### src/rtl/inst_prefetch_buf_pkg.sv
// inst_prefetch_buf_pkg
// Shared definitions for the instruction prefetch buffer: the NOP that is
// presented while no instruction is valid, the default queue depth, the
// FSM state encodings, the {pc, inst} queue entry and a PC increment helper.
// Optional feature macro used by inst_prefetch_buf: PREFETCH_BYPASS_EN.

package inst_prefetch_buf_pkg;

    // RV32 canonical NOP (addi x0, x0, 0)
    localparam logic [31:0] INST_NOP = 32'h0000_0013;

    localparam int PF_DEPTH_DEFAULT = 4;

    typedef enum logic {
        PF_IDLE = 1'b0,
        PF_RUN  = 1'b1
    } pf_state_e;

    typedef struct packed {
        logic [31:0] pc;
        logic [31:0] inst;
    } pf_entry_t;

    // Sequential word step; wraps modulo 2^32 naturally
    function automatic logic [31:0] pcInc(input logic [31:0] pc);
        return pc + 32'd4;
    endfunction

endpackage

### src/rtl/inst_prefetch_buf_fifo.sv
// prefetch_fifo
// Synchronous FIFO of {pc, inst} entries used as the prefetch queue.
// Pointers carry one extra wrap bit: equal pointers mean empty, pointers
// differing only in the wrap bit mean full.
// Ports:
//   clk        core clock
//   rst        synchronous active-low reset
//   push_i     write wrEntry_i (ignored when full or clearing)
//   wrEntry_i  entry to write
//   pop_i      drop the head entry (ignored when empty or clearing)
//   clear_i    empty the queue; wins over push and pop
//   rdEntry_o  head entry (undefined contents when empty)
//   empty_o    queue is empty
//   full_o     queue holds DEPTH entries
//   count_o    current occupancy, 0..DEPTH

module prefetch_fifo
    import inst_prefetch_buf_pkg::*;
#(
    parameter int DEPTH = PF_DEPTH_DEFAULT
) (
    input  logic                     clk,
    input  logic                     rst,
    input  logic                     push_i,
    input  pf_entry_t                wrEntry_i,
    input  logic                     pop_i,
    input  logic                     clear_i,
    output pf_entry_t                rdEntry_o,
    output logic                     empty_o,
    output logic                     full_o,
    output logic [$clog2(DEPTH):0]   count_o
);

    localparam int AW = $clog2(DEPTH);

    pf_entry_t   mem_q [DEPTH];
    logic [AW:0] wrPtr_q, wrPtr_d;
    logic [AW:0] rdPtr_q, rdPtr_d;
    logic        doPush;
    logic        doPop;

    assign doPush = push_i & ~full_o & ~clear_i;
    assign doPop  = pop_i & ~empty_o & ~clear_i;

    // Pointer next-state: clear resets both pointers, otherwise each one
    // advances independently so a push and pop together keep occupancy.
    always_comb begin
        wrPtr_d = wrPtr_q;
        rdPtr_d = rdPtr_q;
        if (clear_i) begin
            wrPtr_d = '0;
            rdPtr_d = '0;
        end else begin
            if (doPush) begin
                wrPtr_d = wrPtr_q + 1'b1;
            end
            if (doPop) begin
                rdPtr_d = rdPtr_q + 1'b1;
            end
        end
    end

    always_ff @(posedge clk) begin
        if (!rst) begin
            wrPtr_q <= '0;
            rdPtr_q <= '0;
        end else begin
            wrPtr_q <= wrPtr_d;
            rdPtr_q <= rdPtr_d;
        end
    end

    // Storage needs no reset: an entry is only read after it was written.
    always_ff @(posedge clk) begin
        if (doPush) begin
            mem_q[wrPtr_q[AW-1:0]] <= wrEntry_i;
        end
    end

    assign rdEntry_o = mem_q[rdPtr_q[AW-1:0]];
    assign empty_o   = (wrPtr_q == rdPtr_q);
    assign full_o    = (wrPtr_q[AW] != rdPtr_q[AW]) &&
                       (wrPtr_q[AW-1:0] == rdPtr_q[AW-1:0]);
    assign count_o   = wrPtr_q - rdPtr_q;

endmodule

### src/rtl/inst_prefetch_buf.sv
// inst_prefetch_buf
// Instruction prefetch queue between the instruction-memory port and the
// fetch stage. Issues sequential word fetches ahead of the pipeline, buffers
// returned instructions with their PCs, survives hold stalls and flushes on
// a redirect, discarding any responses still in flight.
// Optional feature macro: PREFETCH_BYPASS_EN -- when defined, a response that
// arrives while the queue is empty and nothing blocks it is forwarded to the
// IF_* outputs in the same cycle instead of being queued.
// Ports:
//   clk, rst         core clock, synchronous active-low reset
//   imem_req_*       fetch request (vld/rdy handshake, word address)
//   imem_rsp_*       in-order response, always accepted
//   hold             downstream stall, head is kept
//   jmp_vld/jmp_addr redirect and target (low two bits ignored)
//   IF_vld/IF_pc/IF_inst  head instruction presented to the fetch stage

module inst_prefetch_buf
    import inst_prefetch_buf_pkg::*;
#(
    parameter int          DEPTH    = PF_DEPTH_DEFAULT,
    parameter logic [31:0] RESET_PC = 32'h0000_0000
) (
    input  logic        clk,
    input  logic        rst,
    output logic        imem_req_vld,
    input  logic        imem_req_rdy,
    output logic [31:0] imem_req_addr,
    input  logic        imem_rsp_vld,
    input  logic [31:0] imem_rsp_data,
    input  logic        hold,
    input  logic        jmp_vld,
    input  logic [31:0] jmp_addr,
    output logic        IF_vld,
    output logic [31:0] IF_pc,
    output logic [31:0] IF_inst
);

    localparam int CW = $clog2(DEPTH) + 1;

    pf_state_e     state_q, state_d;
    logic [31:0]   fetchPc_q, fetchPc_d;
    logic [31:0]   retPc_q, retPc_d;
    logic [CW-1:0] outstanding_q, outstanding_d;
    logic [CW-1:0] dropCnt_q, dropCnt_d;

    logic [CW-1:0] fifoCount;
    logic          fifoEmpty;
    logic          fifoFull;
    pf_entry_t     headEntry;
    pf_entry_t     pushEntry;

    logic [CW:0]   inFlight;
    logic          creditOk;
    logic          reqFire;
    logic          dropping;
    logic          keepRsp;
    logic          bypassHit;
    logic          pushEn;
    logic          popEn;
    logic [31:0]   jmpTarget;
    logic [1:0]    unusedJmpLsbs;

    assign jmpTarget     = {jmp_addr[31:2], 2'b00};
    assign unusedJmpLsbs = jmp_addr[1:0];

    // Queued plus in-flight work must stay below DEPTH, which guarantees a
    // slot for every response that can come back.
    assign inFlight = {1'b0, fifoCount} + {1'b0, outstanding_q};
    assign creditOk = (inFlight < (CW+1)'(DEPTH));

    assign imem_req_vld  = rst & ~jmp_vld & (state_q == PF_RUN) & creditOk;
    assign imem_req_addr = fetchPc_q;
    assign reqFire       = imem_req_vld & imem_req_rdy;

    // Responses owed to requests issued before a redirect are dropped here.
    assign dropping = (dropCnt_q != '0);
    assign keepRsp  = imem_rsp_vld & ~dropping & ~jmp_vld;

`ifdef PREFETCH_BYPASS_EN
    assign bypassHit = keepRsp & fifoEmpty & ~hold;
`else
    assign bypassHit = 1'b0;
`endif

    assign pushEn         = keepRsp & ~bypassHit & ~fifoFull;
    assign pushEntry.pc   = retPc_q;
    assign pushEntry.inst = imem_rsp_data;
    assign popEn          = ~fifoEmpty & ~hold & ~jmp_vld;

    prefetch_fifo #(
        .DEPTH (DEPTH)
    ) u_fifo (
        .clk       (clk),
        .rst       (rst),
        .push_i    (pushEn),
        .wrEntry_i (pushEntry),
        .pop_i     (popEn),
        .clear_i   (jmp_vld),
        .rdEntry_o (headEntry),
        .empty_o   (fifoEmpty),
        .full_o    (fifoFull),
        .count_o   (fifoCount)
    );

    // FSM: IDLE only lasts for the first cycle out of reset.
    always_comb begin
        state_d = state_q;
        case (state_q)
            PF_IDLE: state_d = PF_RUN;
            PF_RUN:  state_d = PF_RUN;
            default: state_d = PF_IDLE;
        endcase
    end

    // Address, tag and credit bookkeeping. A redirect retargets both PCs
    // and converts every still-owed response into one to be dropped, while
    // outstanding keeps counting them until they actually return.
    always_comb begin
        fetchPc_d     = fetchPc_q;
        retPc_d       = retPc_q;
        outstanding_d = outstanding_q + CW'(reqFire) - CW'(imem_rsp_vld);
        dropCnt_d     = dropCnt_q;
        if (jmp_vld) begin
            fetchPc_d = jmpTarget;
            retPc_d   = jmpTarget;
            dropCnt_d = outstanding_q - CW'(imem_rsp_vld);
        end else begin
            if (reqFire) begin
                fetchPc_d = pcInc(fetchPc_q);
            end
            if (keepRsp) begin
                retPc_d = pcInc(retPc_q);
            end
            if (imem_rsp_vld && dropping) begin
                dropCnt_d = dropCnt_q - 1'b1;
            end
        end
    end

    always_ff @(posedge clk) begin
        if (!rst) begin
            state_q       <= PF_IDLE;
            fetchPc_q     <= RESET_PC;
            retPc_q       <= RESET_PC;
            outstanding_q <= '0;
            dropCnt_q     <= '0;
        end else begin
            state_q       <= state_d;
            fetchPc_q     <= fetchPc_d;
            retPc_q       <= retPc_d;
            outstanding_q <= outstanding_d;
            dropCnt_q     <= dropCnt_d;
        end
    end

    // Fetch-stage view: queue head, or a NOP with PC 0 when empty.
    always_comb begin
        IF_vld  = ~fifoEmpty;
        IF_pc   = fifoEmpty ? 32'h0 : headEntry.pc;
        IF_inst = fifoEmpty ? INST_NOP : headEntry.inst;
`ifdef PREFETCH_BYPASS_EN
        if (bypassHit) begin
            IF_vld  = 1'b1;
            IF_pc   = retPc_q;
            IF_inst = imem_rsp_data;
        end
`endif
    end

endmodule

### config.mk
export PLATFORM = sky130hd
export DESIGN_NAME = inst_prefetch_buf
export DESIGN_NICKNAME = d
export VERILOG_FILES = /design/src/rtl/inst_prefetch_buf_pkg.sv /design/src/rtl/inst_prefetch_buf_fifo.sv /design/src/rtl/inst_prefetch_buf.sv
export SDC_FILE = /design/constraint.sdc
export NUM_CORES = 1
export LEC_CHECK = 0
export CAP_MARGIN = 10
export CORE_ASPECT_RATIO = 1.75
export CORE_MARGIN = 2
export CORE_UTILIZATION = 50
export CTS_CLUSTER_SIZE = 20
export DETAILED_ROUTE_END_ITERATION = 10
export PLACE_DENSITY = 0.73
export SYNTH_ARGS = -nofsm -noshare
export SYNTH_HDL_FRONTEND = slang
export SYNTH_SLANG_ARGS = --single-unit
export TNS_END_PERCENT = 5
### constraint.sdc
create_clock -name clk -period 4.8 [get_ports clk]
set_input_delay 0.96 -clock clk [delete_from_list [all_inputs] [get_ports clk]]
set_output_delay 0.96 -clock clk [all_outputs]
set_load 0.01 [all_outputs]
Yosys cells after proc, flatten, opt, wreduce, memory -nomap -nowiden. Memories as Yosys holds them, arrays and structs flattened. A register that Yosys moved wholly into a read port is not among the register bits. Cells that the tools add are included.

Add/sub/neg operators: 10. Order comparisons: 1. Equality and inequality tests: 3. Mux-type cells: 13. Bitwise logic cells: 19. Reduce and logical (&&, ||, !) cells: 7.

Operators by type and width (number): 32-bit two-way mux (6); 32-bit by 3-bit adder with 32-bit output (second input constant) (2); 1-bit AND (13); 3-bit by 1-bit adder with 3-bit output (second input constant) (2); 3-bit two-way mux (2); 1-bit NOT (6); 2-bit nonzero test (3); 3-bit by 1-bit subtractor with 3-bit output (2); 3-bit by 3-bit adder with 4-bit output (1); 4-bit by 3-bit < comparator with 1-bit output (second input constant) (1); 2-bit two-way mux (2); 3-bit by 1-bit adder with 3-bit output (1); 3-bit equality test (1); 1-bit two-way mux (3); 3-bit nonzero test (1); 3-bit by 1-bit subtractor with 3-bit output (second input constant) (1); 3-bit subtractor (1); 2-bit equality test (1); 1-bit logical AND (2); 2-bit OR reduction (1); 1-bit inequality test (1).

Register bits after elaboration: 77. RAM bits: 256. Bits of input ports: 70. Output and inout bits: 98. Word-level logic and storage cells: 63. Memories kept: 1.

Memory list: u_fifo.mem_q (depth 4, bits a word 64, read ports 1, clocked after Yosys merged registers in 1, wr ports 1, RTL line inst_prefetch_buf_fifo.sv:36) `pf_entry_t mem_q [DEPTH];`.

Longest topological paths before layout. Gate-level depths: netlist (run 1).

Word-level depth: 9. Mapped depth: 17. Gate-level depth less buffers: 16.

Cells and area by module. A second synthesis (run 1) with hierarchy kept.

Cell total of the unflattened synthesis: 896. Area, all modules: 13819.5 um^2.

By module, submodules not included: prefetch_fifo (times used 1, cells each 393, area each 9755.6 um^2, seq. area each 7847.5 um^2); inst_prefetch_buf (times used 1, cells each 503, area each 4063.9 um^2, seq. area each 1341.3 um^2).

Worst setup path before layout (run 1). Ideal clock, no wire load.

Path kind: input -> register. Start: in imem_rsp_vld. End: mem u_fifo.mem_q[3][0] in the netlist's numbering (enable). Library setup time: 0.428 ns. Arrival: 3.310 ns. Required time: 4.372 ns. Setup slack: 1.062 ns. Cell stages on the path: 3. Buffers on the path: 0. Cells stage by stage: nand3b_1 -> a311oi_1 -> and2_1.

Longest elaborated chain between the ends: 7.

RTL lines: start: declaration (RTL line inst_prefetch_buf.sv:28) `input logic imem_rsp_vld,`; 1-bit AND (2 in series) (RTL line inst_prefetch_buf.sv:77) `assign keepRsp = imem_rsp_vld & ~dropping & ~jmp_vld;`; 1-bit AND (RTL line inst_prefetch_buf.sv:85) `assign pushEn = keepRsp & ~bypassHit & ~fifoFull;`; 1-bit AND (2 in series) (RTL line inst_prefetch_buf_fifo.sv:42) `assign doPush = push_i & ~full_o & ~clear_i;`; 1-bit two-way mux (RTL line inst_prefetch_buf_fifo.sv:75) `if (doPush) begin`; 1-bit two-way mux (not written as such) (RTL line inst_prefetch_buf_fifo.sv:76) `mem_q[wrPtr_q[AW-1:0]] <= wrEntry_i;`; end: declaration (RTL line inst_prefetch_buf_fifo.sv:36).

No other way between the ends.

Final worst setup path (run 1).
Start: reg u_fifo.wrPtr_q[0]. End: out imem_req_vld.

Longest elaborated chain between the ends: 4.

RTL lines: start: declaration (RTL line inst_prefetch_buf_fifo.sv:37) `logic [AW:0] wrPtr_q, wrPtr_d;`; start signal: assignment (RTL line inst_prefetch_buf_fifo.sv:68) `wrPtr_q <= wrPtr_d;`; 3-bit subtractor (RTL line inst_prefetch_buf_fifo.sv:84) `assign count_o = wrPtr_q - rdPtr_q;`; 3-bit by 3-bit adder with 4-bit output (RTL line inst_prefetch_buf.sv:68) `assign inFlight = {1'b0, fifoCount} + {1'b0, outstanding_q};`; 4-bit by 3-bit < comparator with 1-bit output (RTL line inst_prefetch_buf.sv:69) `assign creditOk = (inFlight < (CW+1)'(DEPTH));`; 1-bit AND (RTL line inst_prefetch_buf.sv:71) `assign imem_req_vld = rst & ~jmp_vld & (state_q == PF_RUN) & creditOk;`; end: declaration (RTL line inst_prefetch_buf.sv:25) `output logic imem_req_vld,`.

No other way between the ends.

==> run_results.csv, run 1 <==
group,metric,value,unit
global_routing,grt_remaining_overflow,0,
placed_design,portBuffers,161,
cells_and_area,diodes,0,
setup_path,reg2reg_depth,16,
power,peakVddDrop,0.000306,V
cells_and_area,drive_above_1_share,13.9,%
clock_network,cts.repair.resized,0,
timing,slew_headroom,47.5,%
yosys,yosysSeqAreaShare,66.7,%
yosys,synth_warnings,0,
global_routing,grt_pass1_wl,42.5,mm
placed_design,placedCellCount,1351,
floorplanning,coreArea,0.0265,sq mm
global_routing,grt_pass1_vias,7983,
floorplanning,initial_core_util,50.7,%
floorplanning,die_area,0.0282,sq mm
clock_network,clock_latency,0.54,ns
yosys,synthCells,892,
setup_path,arrival,3.22,ns
yosys,syn-cell-area,0.0134,sq mm
global_routing,grt_max_degree,63,
worst_hold_path,min-delay-start,"imem_req_addr[3]",
yosys,synthDistinctLibCells,61,
setup_path,endpoint_kind,"output port",
timing,setup_slack,0.623,ns
worst_hold_path,worstHoldEndpoint,"imem_req_addr[3]",
timing,period_minus_slack,4.18,ns
power,power_density,355,mW/mm^2
outcome,outcome,"complete, no violations",
clock_network,cts_tree,"built",
clock_network,cts_buffers,28,
timing,worst_slew_pin_slew,0.786,ns
global_routing,grt_antenna_before_repair,0,
floorplanning,dieHeight,221,microns
worst_hold_path,hold_path.class,"flip-flop to flip-flop",
yosys,synth_edf_count,248,
setup_path,cp_max_fo,4,
yosys,postSynthAreaPerCell,15.1,sq um
timing,fin_setup_tns,0,ns
timing,fin_skew,0.0126,ns
detailed_routing,vias,8032,
timing,setup_viol,0,
detailed_routing,drtPass1Iterations,5,
cells_and_area,fin_util,61.9,%
clock_network,clockRootBuffer,"clkbuf_16",
clock_network,postCtsHoldBufs,0,
timing,grt_setup_unrepaired,"no",
cells_and_area,final_cells,1403,
detailed_routing,postRouteAntennaNets,0,
detailed_routing,routed_wl,27.6,mm
cells_and_area,area_growth,22.1,%
detailed_routing,viasPerCell,5.72,
job,cap_violations,0,
detailed_routing,wl_per_cell,19.7,microns
setup_path,crit_type,"flip-flop to output port",
placed_design,placed_area,0.0155,sq mm
floorplanning,fp-row-count,79,
global_routing,grt_use_total,19.5,%
setup_path,crit_required,3.84,ns
placed_design,place_hpwl,17.9,mm
worst_hold_path,min_path_cells,2,
detailed_routing,initialDrtViolationCount,464,
cells_and_area,final_nets,1146,
setup_path,reg2reg_to,"outstanding_q[2]",
clock_network,post_cts_buffers,0,
cells_and_area,design_area,0.0164,sq mm
timing,slew_violations,0,
setup_path,r2r_slack,1.17,ns
cells_and_area,final_common_cell,"edfxtp_1",
clock_network,clock-sinks,323,
setup_path,worst_r2r_startpoint,"u_fifo.wrPtr_q[0]",
timing,max_freq,0.239,GHz
yosys,synth_flop_cell,"edfxtp_1",
placed_design,preCtsSetupSlack,0.935,ns
timing,hold_viol,0,
yosys,synth-async-reset-ratio,0,%
cells_and_area,layout_common_cells,"edfxtp_1, clkdlybuf4s50_1, dfxtp_1, mux4_2, nor2b_1",
clock_network,clockBufferDepth,3,
timing,fin_crit_sh,87.0,%
clock_network,h-tree-depth,1,
power,p_leak,0.00521,uW
floorplanning,die_w,128,microns
placed_design,gp_congestion,0.839,
floorplanning,num_io_pins,168,
setup_path,startpoint_type,"flip-flop",
yosys,ys_seq_elements,323,
clock_network,cts.clk_slew.worst_paths,0.07,ns
detailed_routing,drc_errors,0,
-- area by class of cell --
type	count	area, sq um
Fill cell	2031	10100
Sequential cell	323	8950
Multi-Input combinational cell	504	4200
Timing Repair Buffer	180	1840
Clock buffer	33	751
Tap cell	324	405
Clock inverter	19	164
Inverter	20	75.1
-- worst max-delay path, stage by stage (launching register included) --
cell	delay, ns
dfxtp_1	0.35
inv_1	0.12
ha_1	0.15
inv_1	0.04
fa_1	0.37
xnor2_1	0.21
ha_1	0.26
nor4b_1	0.38
and3_1	0.25
clkdlybuf4s50_1	0.54
-- where the power goes --
group	internal, uW	switching, uW	total [uW]	leakage (uW)
combinational	228	205	433	0.00190
clock	1200	1010	2200	0.000429
sequential	3100	80.2	3180	0.00288
-- routing by layer --
layer	track usage (%)	up-vias	part of all wire, %
met5	0	-	0
met4	7.22	0	2.8
met3	2.03	39	4.5
met2	36.9	247	54
met1	22.7	3992	38
li1	-	3754	-
-- sequential cells by signal, summed over array words and instances, names as in the netlist, named ones only --
| signal | count |
|---|---|
| u_fifo.mem_q | 248 |
| outstanding_q | 3 |
| retPc_q | 30 |
| state_q | 1 |
| imem_req_addr | 30 |
| u_fifo.rdPtr_q | 3 |
| u_fifo.wrPtr_q | 3 |
| dropCnt_q | 3 |
-- through the flow --
stage	total power, uW	hold WS (ns)
3_3_place_gp	3670	0.502
4_1_cts	5880	0.528
2_1_floorplan	3460	0.469
3_5_place_dp	3680	0.516
6_report	5820	0.526
5_1_grt	6020	0.551
-- logic make-up (layout without fill, tap and decap cells) --
group	after synthesis	count (layout)	share of synthesized area (%)
AO/OA/AOI/OAI	125	125	5.48
XOR/XNOR	43	43	2.81
adder cells (fa/ha/maj)	19	19	1.88
buffers and inverters	68	252	2.21
flip-flops	323	323	66.7
multiplexers	67	67	10.8
other	1	4	0.0279
AND/OR/NAND/NOR	246	246	10.1
-- worst max-delay path by stage --
stage                 startpoint                 end  depth (start not counted)
2_1_floorplan       imem_rsp_vld  u_fifo.mem_q[3][0]                          3
3_3_place_gp                 rst    outstanding_q[2]                         11
3_5_place_dp                 rst    outstanding_q[2]                         11
4_1_cts        u_fifo.wrPtr_q[0]        imem_req_vld                          9
5_1_grt        u_fifo.wrPtr_q[0]        imem_req_vld                          9
6_report       u_fifo.wrPtr_q[0]        imem_req_vld                          9
-- cell usage after synthesis (8+ instances only) --
library cell	number	share of area, %
edfxtp_1	248	55
dfxtp_1	75	11
mux4_2	62	10
nor2b_1	60	2.8
nand2_1	51	1.4
a21oi_1	47	1.8
o21ai_0	38	1.4
nor2_1	31	0.87
clkbuf_1	30	0.84
xor2_1	24	1.6
nand3_1	20	0.75
nand4_1	20	0.93
inv_1	19	0.53
xnor2_1	19	1.2
ha_1	17	1.6
a31oi_1	12	0.56
and2_1	10	0.47
nor4_1	8	0.37
Note: power is estimated with default switching activity, not from simulation.
==> run 2: changes to the inputs <==
- CAP_MARGIN: 10 -> 40
==> results of run 2 <==
No change in the layout: final DEF, timing and power equal those of run 1.
==> run 3: changes to the inputs <==
--- a/constraint.sdc
+++ b/constraint.sdc
@@ -3,2 +3,2 @@
 set_output_delay 0.96 -clock clk [all_outputs]
-set_load 0.01 [all_outputs]
+set_load 0.005 [all_outputs]
==> run_results.csv, run 3 (synthesis results as in run 1) <==
group,metric,value,unit
floorplanning,coreArea,0.0265,sq mm
clock_network,clock_latency,0.54,ns
worst_hold_path,hold_path.class,"flip-flop to flip-flop",
detailed_routing,vias,7962,
clock_network,cts.clk_slew.worst_paths,0.07,ns
timing,hold_viol,0,
timing,fin_setup_tns,0,ns
placed_design,gp_congestion,0.825,
job,cap_violations,0,
cells_and_area,drive_above_1_share,13.3,%
timing,max_freq,0.245,GHz
power,p_leak,0.00526,uW
placed_design,place_hpwl,17.5,mm
setup_path,arrival,3.12,ns
cells_and_area,layout_common_cells,"edfxtp_1, clkdlybuf4s50_1, dfxtp_1, mux4_2, nor2b_1",
setup_path,crit_type,"flip-flop to output port",
detailed_routing,drc_errors,0,
cells_and_area,area_growth,22.7,%
setup_path,cp_slowest_cell,"clkdlybuf4s50_1",
clock_network,cts_tree,"built",
clock_network,postCtsHoldBufs,0,
clock_network,cts.repair.resized,0,
global_routing,grt_use_total,19.6,%
detailed_routing,viasPerCell,5.68,
cells_and_area,largest_reg_flops,248,
timing,setup_viol,0,
floorplanning,num_io_pins,168,
timing,fin_skew,0.0104,ns
detailed_routing,postRouteAntennaNets,0,
cells_and_area,multi_input_area,0.00420,sq mm
clock_network,clockBufferDepth,3,
cells_and_area,final_common_cell,"edfxtp_1",
global_routing,grt_pass1_wl,42.8,mm
cells_and_area,fillers,1992,
global_routing,grt_remaining_overflow,0,
setup_path,cp_cell_sequence,"inv_1 -> ha_1 -> inv_1 -> fa_1 -> xnor2_1 -> ha_1 -> nor4b_1 -> and3_1 -> clkdlybuf4s50_1",
cells_and_area,diodes,0,
floorplanning,die_area,0.0282,sq mm
cells_and_area,seq_area,0.00895,sq mm
global_routing,grt_antenna_before_repair,0,
clock_network,cts_buffers,28,
global_routing,grt_max_degree,66,
clock_network,post_cts_buffers,0,
floorplanning,fp-row-count,79,
detailed_routing,routed_wl,27.3,mm
global_routing,grt_pass1_vias,8087,
detailed_routing,wl_per_cell,19.5,microns
timing,fin_crit_sh,85.0,%
setup_path,cp_max_fo,4,
timing,worst_slew_pin_slew,0.775,ns
timing,grt_setup_unrepaired,"no",
timing,slew_violations,0,
floorplanning,die_w,128,microns
setup_path,endpoint_kind,"output port",
clock_network,clockRootBuffer,"clkbuf_16",
clock_network,clock-sinks,323,
setup_path,crit_required,3.84,ns
clock_network,h-tree-depth,1,
cells_and_area,final_cells,1401,
placed_design,portBuffers,161,
timing,slew_headroom,48.2,%
detailed_routing,initialDrtViolationCount,470,
timing,whs,0.536,ns
setup_path,startpoint_type,"flip-flop",
detailed_routing,drtPass1Iterations,5,
floorplanning,dieHeight,221,microns
power,peakVddDrop,0.000266,V
power,power_density,365,mW/mm^2
timing,period_minus_slack,4.08,ns
outcome,outcome,"complete, no violations",
cells_and_area,final_nets,1144,
placed_design,placedCellCount,1349,
setup_path,cpPeakStageDelay,0.52,ns
floorplanning,initial_core_util,50.7,%
-- run 3: critical path: cells and delay by family, from the launching register on --
kind	cells	cell delay, ns
fa+ha+maj	3	0.77
buf+inv	3	0.68
simple gates	2	0.62
flops	1	0.34
xor+xnor	1	0.19
-- run 3: stage by stage --
stage	worst slack, ns	power [uW]	area [sq um]	util [%]
3_3_place_gp	0.951	3650	15500	58.4
6_report	0.720	6010	16500	62.2
2_1_floorplan	1.06	3450	13400	-
3_5_place_dp	0.951	3660	15500	58.4
4_1_cts	0.680	6060	16500	62.2
5_1_grt	0.369	6220	16500	62.2
-- run 3: layout make-up --
type	instances	share of cell area, %
flip-flops and latches	323	54.3
multi-input cells	504	25.5
repair buffers	178	11.2
clock buffers	32	4.47
well taps	324	2.46
clock inverters	20	1.58
inverters	20	0.456
-- run 3: worst paths after layout --
path                                   startpoint          endpoint  slack [ns]  cells after the start
worst min register to register   imem_req_addr[3]  imem_req_addr[3]        0.54                      2
worst max register to register  u_fifo.wrPtr_q[0]  outstanding_q[2]        1.26                     16
worst min-delay path             imem_req_addr[3]  imem_req_addr[3]        0.54                      2
worst max-delay path            u_fifo.wrPtr_q[0]      imem_req_vld        0.72                      9
-- run 3: metal layers --
layer	vias to the layer above	global-route usage [%]	part of all wire, %	wire length, microns
met5	-	0	0	0
met4	0	8.61	4.1	1130
met3	50	2.44	4.6	1250
met2	222	35.5	53	14400
met1	3945	23.3	39	10500
li1	3745	-	-	-
-- run 3: where the power goes --
part | internal [uW] | switching [uW] | leakage [uW]
combinational | 227 | 190 | 0.00190
sequential | 3100 | 82.3 | 0.00288
clock | 1430 | 978 | 0.000480
total | 4760 | 1250 | 0.00526
